[config.mk]
export PLATFORM = sky130hd
export DESIGN_NAME = surfctl_eye_scan_master
export DESIGN_NICKNAME = d
export VERILOG_FILES = /design/src/rtl/surfctl_eye_scan_master.sv
export SDC_FILE = /design/constraint.sdc
export NUM_CORES = 1
export LEC_CHECK = 0
export CAP_MARGIN = 25
export CORE_ASPECT_RATIO = 1.1
export CORE_MARGIN = 2
export CORE_UTILIZATION = 50
export DETAILED_ROUTE_END_ITERATION = 16
export GPL_ROUTABILITY_DRIVEN = 1
export GPL_TIMING_DRIVEN = 1
export PLACE_DENSITY_LB_ADDON = 0.15
export SLEW_MARGIN = 0
export SYNTH_ARGS = -nofsm -noshare
export SYNTH_HDL_FRONTEND = slang
export SYNTH_SLANG_ARGS = --single-unit
[constraint.sdc]
create_clock -name wb_clk_i -period 6.7 [get_ports wb_clk_i]
set_input_delay 2.01 -clock wb_clk_i [delete_from_list [all_inputs] [get_ports wb_clk_i]]
set_output_delay 2.01 -clock wb_clk_i [all_outputs]
set_load 0.02 [all_outputs]
[src/rtl/surfctl_eye_scan_master.sv]
// Eye-scan Wishbone initiator: sweeps the link IDELAY, measures bit errors per tap,
// then programs the centre of the longest error-free window back into the IDELAY.
module surfctl_eye_scan_master #(
  parameter logic [5:0] IDELAY_ADR = 6'h04,
  parameter logic [5:0] BITERR_ADR = 6'h08,
  parameter int         MAX_TAP    = 63,
  parameter int         TIMEOUT    = 1023
) (
  input  logic        wb_clk_i,
  input  logic        wb_rst_i,
  input  logic        start_i,
  input  logic [23:0] interval_i,
  input  logic [23:0] dwell_i,
  input  logic [24:0] thresh_i,
  output logic        busy_o,
  output logic        done_o,
  output logic        fail_o,
  output logic        res_valid_o,
  output logic [5:0]  res_tap_o,
  output logic [24:0] res_count_o,
  output logic [5:0]  best_center_o,
  output logic [6:0]  best_width_o,
  output logic        wb_cyc_o,
  output logic        wb_stb_o,
  output logic        wb_we_o,
  output logic [5:0]  wb_adr_o,
  output logic [31:0] wb_dat_o,
  output logic [3:0]  wb_sel_o,
  input  logic [31:0] wb_dat_i,
  input  logic        wb_ack_i,
  input  logic        wb_err_i
);

  localparam int         WDW      = $clog2(TIMEOUT + 1);
  localparam logic [WDW-1:0] WD_LAST = WDW'(TIMEOUT - 1);
  localparam logic [5:0] LAST_TAP = 6'(MAX_TAP);

  typedef enum logic [2:0] {
    S_IDLE, S_WR_DLY, S_WR_INT, S_DWELL, S_RD_CNT, S_EVAL, S_WR_CTR, S_DONE
  } state_t;

  state_t      state_q;
  logic        busy_q, done_q, fail_q, res_valid_q;
  logic [5:0]  res_tap_q, best_center_q, tap_q, run_start_q;
  logic [24:0] res_count_q, count_q;
  logic [6:0]  best_width_q, run_len_q;
  logic        cyc_q, we_q;
  logic [5:0]  adr_q;
  logic [31:0] dat_q;
  logic [WDW-1:0] wd_q;
  logic [23:0] dwell_cnt_q;

  // Access fields for whichever bus state is about to issue
  logic        acc_we_d;
  logic [5:0]  acc_adr_d;
  logic [31:0] acc_dat_d;

  always_comb begin
    acc_we_d  = 1'b1;
    acc_adr_d = IDELAY_ADR;
    acc_dat_d = {26'd0, tap_q};
    case (state_q)
      S_WR_INT: begin
        acc_adr_d = BITERR_ADR;
        acc_dat_d = {8'd0, interval_i};
      end
      S_RD_CNT: begin
        acc_we_d  = 1'b0;
        acc_adr_d = BITERR_ADR;
        acc_dat_d = 32'd0;
      end
      S_WR_CTR: acc_dat_d = {26'd0, best_center_q};
      default: ;
    endcase
  end

  // Run tracking: a run closes on a failing tap or at the last tap
  logic       pass_d, last_tap_d, take_d;
  logic [6:0] cand_len_d, half_d, best_width_d;
  logic [5:0] cand_start_d, best_center_d;

  always_comb begin
    pass_d       = (count_q <= thresh_i);
    last_tap_d   = (tap_q == LAST_TAP);
    cand_len_d   = pass_d ? run_len_q + 7'd1 : run_len_q;
    cand_start_d = (pass_d && run_len_q == 7'd0) ? tap_q : run_start_q;
    half_d       = (cand_len_d - 7'd1) >> 1;
    take_d       = (!pass_d || last_tap_d) && (cand_len_d > best_width_q);
    best_width_d  = take_d ? cand_len_d : best_width_q;
    best_center_d = take_d ? cand_start_d + half_d[5:0] : best_center_q;
  end

  always_ff @(posedge wb_clk_i) begin
    if (wb_rst_i) begin
      state_q       <= S_IDLE;
      busy_q        <= 1'b0;
      done_q        <= 1'b0;
      fail_q        <= 1'b0;
      res_valid_q   <= 1'b0;
      res_tap_q     <= 6'd0;
      res_count_q   <= 25'd0;
      best_center_q <= 6'd0;
      best_width_q  <= 7'd0;
      tap_q         <= 6'd0;
      run_start_q   <= 6'd0;
      run_len_q     <= 7'd0;
      count_q       <= 25'd0;
      cyc_q         <= 1'b0;
      we_q          <= 1'b0;
      adr_q         <= 6'd0;
      dat_q         <= 32'd0;
      wd_q          <= '0;
      dwell_cnt_q   <= 24'd0;
    end else begin
      done_q      <= 1'b0;
      res_valid_q <= 1'b0;
      case (state_q)
        S_IDLE: begin
          if (start_i) begin
            busy_q        <= 1'b1;
            fail_q        <= 1'b0;
            best_center_q <= 6'd0;
            best_width_q  <= 7'd0;
            tap_q         <= 6'd0;
            run_start_q   <= 6'd0;
            run_len_q     <= 7'd0;
            state_q       <= S_WR_DLY;
          end
        end
        S_WR_DLY, S_WR_INT, S_RD_CNT, S_WR_CTR: begin
          // cyc low in a bus state always means the access has not been issued yet
          if (!cyc_q) begin
            cyc_q <= 1'b1;
            we_q  <= acc_we_d;
            adr_q <= acc_adr_d;
            dat_q <= acc_dat_d;
            wd_q  <= '0;
          end else if (wb_ack_i) begin
            cyc_q <= 1'b0;
            case (state_q)
              S_WR_DLY: state_q <= S_WR_INT;
              S_WR_INT: begin
                dwell_cnt_q <= 24'd0;
                state_q     <= (dwell_i == 24'd0) ? S_RD_CNT : S_DWELL;
              end
              S_RD_CNT: begin
                if (wb_dat_i[31:25] != 7'd0) begin
                  fail_q  <= 1'b1;
                  busy_q  <= 1'b0;
                  done_q  <= 1'b1;
                  state_q <= S_DONE;
                end else begin
                  count_q     <= wb_dat_i[24:0];
                  res_valid_q <= 1'b1;
                  res_tap_q   <= tap_q;
                  res_count_q <= wb_dat_i[24:0];
                  state_q     <= S_EVAL;
                end
              end
              default: begin
                busy_q  <= 1'b0;
                done_q  <= 1'b1;
                state_q <= S_DONE;
              end
            endcase
          end else if (wb_err_i || wd_q == WD_LAST) begin
            cyc_q   <= 1'b0;
            fail_q  <= 1'b1;
            busy_q  <= 1'b0;
            done_q  <= 1'b1;
            state_q <= S_DONE;
          end else begin
            wd_q <= wd_q + 1'b1;
          end
        end
        S_DWELL: begin
          if (dwell_cnt_q + 24'd1 >= dwell_i) state_q <= S_RD_CNT;
          else dwell_cnt_q <= dwell_cnt_q + 24'd1;
        end
        S_EVAL: begin
          best_width_q  <= best_width_d;
          best_center_q <= best_center_d;
          run_len_q     <= pass_d ? cand_len_d : 7'd0;
          run_start_q   <= cand_start_d;
          if (!last_tap_d) begin
            tap_q   <= tap_q + 6'd1;
            state_q <= S_WR_DLY;
          end else if (best_width_d == 7'd0) begin
            fail_q  <= 1'b1;
            busy_q  <= 1'b0;
            done_q  <= 1'b1;
            state_q <= S_DONE;
          end else begin
            state_q <= S_WR_CTR;
          end
        end
        S_DONE:  state_q <= S_IDLE;
        default: state_q <= S_IDLE;
      endcase
    end
  end

  assign busy_o        = busy_q;
  assign done_o        = done_q;
  assign fail_o        = fail_q;
  assign res_valid_o   = res_valid_q;
  assign res_tap_o     = res_tap_q;
  assign res_count_o   = res_count_q;
  assign best_center_o = best_center_q;
  assign best_width_o  = best_width_q;
  assign wb_cyc_o      = cyc_q;
  assign wb_stb_o      = cyc_q;
  assign wb_we_o       = we_q;
  assign wb_adr_o      = adr_q;
  assign wb_dat_o      = dat_q;
  assign wb_sel_o      = 4'hF;

endmodule

==> results.py <==
metrics = {
    "flow_run": {
        "cap_violations": 0,
    },
    "critical_path": {
        "critPathTopFamily": "compound AO/OA/AOI/OAI gates",
        "slowest_stage": "or4_1",
        "cp-start-kind": "primary input",
        "arrival_ps": 6710,
        "path_max_fanout": 4,
        "crit_buf_inv": 5,
        "required_ps": 7030,
        "cpMostUsedCell": "o21a_1",
        "end_kind": "register",
        "worstSetupPathType": "in2reg",
        "crit_chain": "clkdlybuf4s50_1, inv_1, ha_1, a21oi_1, o21a_1, a2bb2oi_1, nand2_1, o21a_1, clkinv_1, mux2i_1, inv_1, ha_1, nor2b_1, o21a_1, o211ai_1, a31oi_2, buf_4, nand2_1, mux2_2, nand4_1, or4_1, a311oi_2",
        "slowest_delay_ps": 530,
    },
    "die": {
        "die_h_microns": 137.5,
        "die-area_sq_mm": 0.01723,
        "coreArea_sq_mm": 0.01580,
        "rows": 48,
        "fp.dieW_microns": 125.3,
        "start_util_pct": 51.27,
        "pin_count": 203,
    },
    "clock_tree": {
        "clk_path_buf_depth": 2,
        "cts_root_buffer": "clkbuf_16",
        "cts_max_level": 4,
        "cts_made_buffers": 17,
        "cts_tree": "built",
        "insertion_delay_ps": 430,
        "cts.sinks": 132,
        "hold_buffers": 0,
        "cts.reportedPaths.clkPinSlew_ps": 60,
    },
    "run_status": {
        "status": "finished clean",
    },
    "sta": {
        "max_freq_mhz": 156.9,
        "worst_slew_pin_slew_ps": 988.7,
        "finClkSkew_ps": 9.107,
        "finalMaxSlewViolations": 0,
        "post-route-min-period_ps": 6373,
        "slew_headroom_pct": 33.84,
        "hold_viol_final": 0,
        "whs_ps": 453.6,
        "period_share_pct": 95.12,
        "grt_setup_unrepaired": "no",
        "setup-violations-final": 0,
    },
    "finish": {
        "layout-drive-gt1-share_pct": 8.714,
        "area_delta_synth_final_pct": 33.28,
        "num-fill-cells": 1335,
        "multi_input_area_sq_mm": 0.004916,
        "fin_nets": 1372,
        "antennaDiodeCount": 0,
        "stdcell_area_sq_mm": 0.01079,
        "seqCellArea_sq_mm": 0.002643,
    },
    "synthesis": {
        "ys_types": 74,
        "synth_edf_count": 0,
        "synth_area_sq_mm": 0.008098,
        "yosysSeqAreaShare_pct": 32.63,
        "synth_top_area_share_pct": 32.63,
        "ys_ff_latch": 132,
        "syn_area_per_cell_sq_um": 8.106,
        "synth_warnings": 0,
        "yosysTopAreaCell": "dfxtp_1",
        "synth_flop_cell": "dfxtp_1",
        "yosys-top-cells-count": "132 x dfxtp_1, 114 x nand2_1, 90 x nor2_1, 88 x a21oi_1, 70 x inv_1",
        "synthTopCellsByArea": "dfxtp_1 33%, ha_1 11%, a21oi_1 5.4%, nand2_1 5.3%, nor2_1 4.2%",
        "netlist_instances": 999,
        "synth_most_common_cell": "dfxtp_1",
        "synthArstFlopShare_pct": 0,
    },
    "place": {
        "gp_congestion": 0.9346,
        "dp_hpwl_mm": 16.51,
        "port_buffers": 186,
        "post_dp_cell_area_sq_mm": 0.01019,
    },
    "route": {
        "wl_per_cell_microns": 15.80,
        "drc": 0,
        "drt-vias-per-instance": 5.486,
        "via_count": 7708,
        "routed_wl_mm": 22.20,
        "dr.first_iter.drc_count": 389,
        "firstDrtPassIters": 5,
        "ant_nets": 0,
    },
    "power_and_ir_drop": {
        "p_leak_nw": 4.624,
        "vdd_drop_max_mv": 0.2103,
        "power.density_mw_per_mm2": 239.0,
    },
    "global_route": {
        "gr-usage-all-layers_pct": 25.35,
        "grt_start_max_net_pins": 87,
        "antenna_found_initial": 0,
        "overflow": 0,
        "grt_pass1_vias": 7361,
        "grt_first_pass_wirelength_mm": 35.62,
    },
    "worst_hold_path": {
        "hold_class": "reg2reg",
    },
}
==> metal layers <==
layer	track usage (%)	up-vias	wire [microns]
li1	-	3889	-
met1	32.28	3614	9744
met2	43.03	168	10960
met3	3.961	37	851
met4	10.74	0	638
met5	0	-	0
==> cells in the final DEF, fill, tap and decap left out, types with 6 or more instances in the layout <==
cell type	instances
a211oi_1	16
nand2_1	114
nor3_1	16
a22o_1	29
clkdlybuf4s50_1	185
o21ai_0	27
a31oi_1	15
clkbuf_16	17
ha_1	69
conb_1	16
buf_4	36
a21oi_1	88
a22oi_1	18
nand2b_1	14
a21o_1	16
mux2i_1	9
xnor2_1	21
nand4_1	18
and3_1	16
nand3_1	27
nor4_1	8
dfxtp_1	132
mux2_2	6
nor2_1	89
xor2_1	26
inv_1	70
==> report_power, final <==
| part | internal (mW) | total [mW] | switching [mW] |
|---|---|---|---|
| registers | 0.844 | 0.900 | 0.0558 |
| logic | 0.317 | 0.769 | 0.452 |
| clock network | 0.520 | 0.910 | 0.390 |
==> timing repair <==
item                                    CTS  global route
hold endpoints to repair                  0             0
setup buffers                             0             1
endpoints found under the setup margin    0             4
gates resized for setup                   0             4
==> registers in the layout, indices dropped and copies added, names as in the netlist <==
name	flops
state_q	3
done_o	1
wd_q	10
res_valid_o	1
run_start_q	6
busy_o	1
fail_o	1
count_q	25
wb_dat_o	24
run_len_q	7
wb_adr_o	2
tap_q	6
res_tap_o	6
best_width_o	7
wb_we_o	1
dwell_cnt_q	24
best_center_o	6
wb_cyc_o	1
==> final timing paths <==
| check | from | end | slack (ps) | cells past startpoint |
|---|---|---|---|---|
| max reg2reg | dwell_cnt_q[0] | dwell_cnt_q[4] | 1440 | 18 |
| min reg2reg | res_tap_o[2] | res_tap_o[2] | 450 | 2 |
| max | thresh_i[20] | state_q[0] | 330 | 22 |
| min | res_tap_o[2] | res_tap_o[2] | 450 | 2 |
==> worst min-delay path, cell delays in order (launching register included) <==
cell,delay [ps]
dfxtp_1,310
nand2_1,50
a21oi_1,50
==> metrics by stage <==
step                      setup TNS (ps)  power, mW  setup WS, ps  instances  util [%]
after floorplan                        0      1.391         406.8       1013         -
after global placement                 0      1.661         25.89       1371     64.45
after detailed placement          -337.4      1.674        -147.1       1372     64.52
after CTS                              0      2.588         245.4       1404     68.14
after global routing                   0      2.710         6.225       1405     68.33
final                                  0      2.579         326.6       1405     68.33
==> logic make-up after synthesis <==
logic type	after synthesis	share of synthesized area [%]
and+or+nand+nor	344	20.77
AOI/OAI and AO/OA	253	20.87
buffers and inverters	136	7.695
DFF	132	32.63
adders and majority gates	70	10.91
xor gates and xnor gates	47	5.084
muxes	15	1.947
other	2	0.09274
==> final cells by class <==
| cell class | count | share of cell area [%] |
|---|---|---|
| clock buffer | 18 | 3.976 |
| tap | 200 | 2.319 |
| inverter | 73 | 2.539 |
| clock inverter | 14 | 1.322 |
| timing repair buffer | 223 | 19.81 |
| sequential | 132 | 24.48 |
| multi-input combinational | 745 | 45.55 |
(Power assumes the default switching activity.)
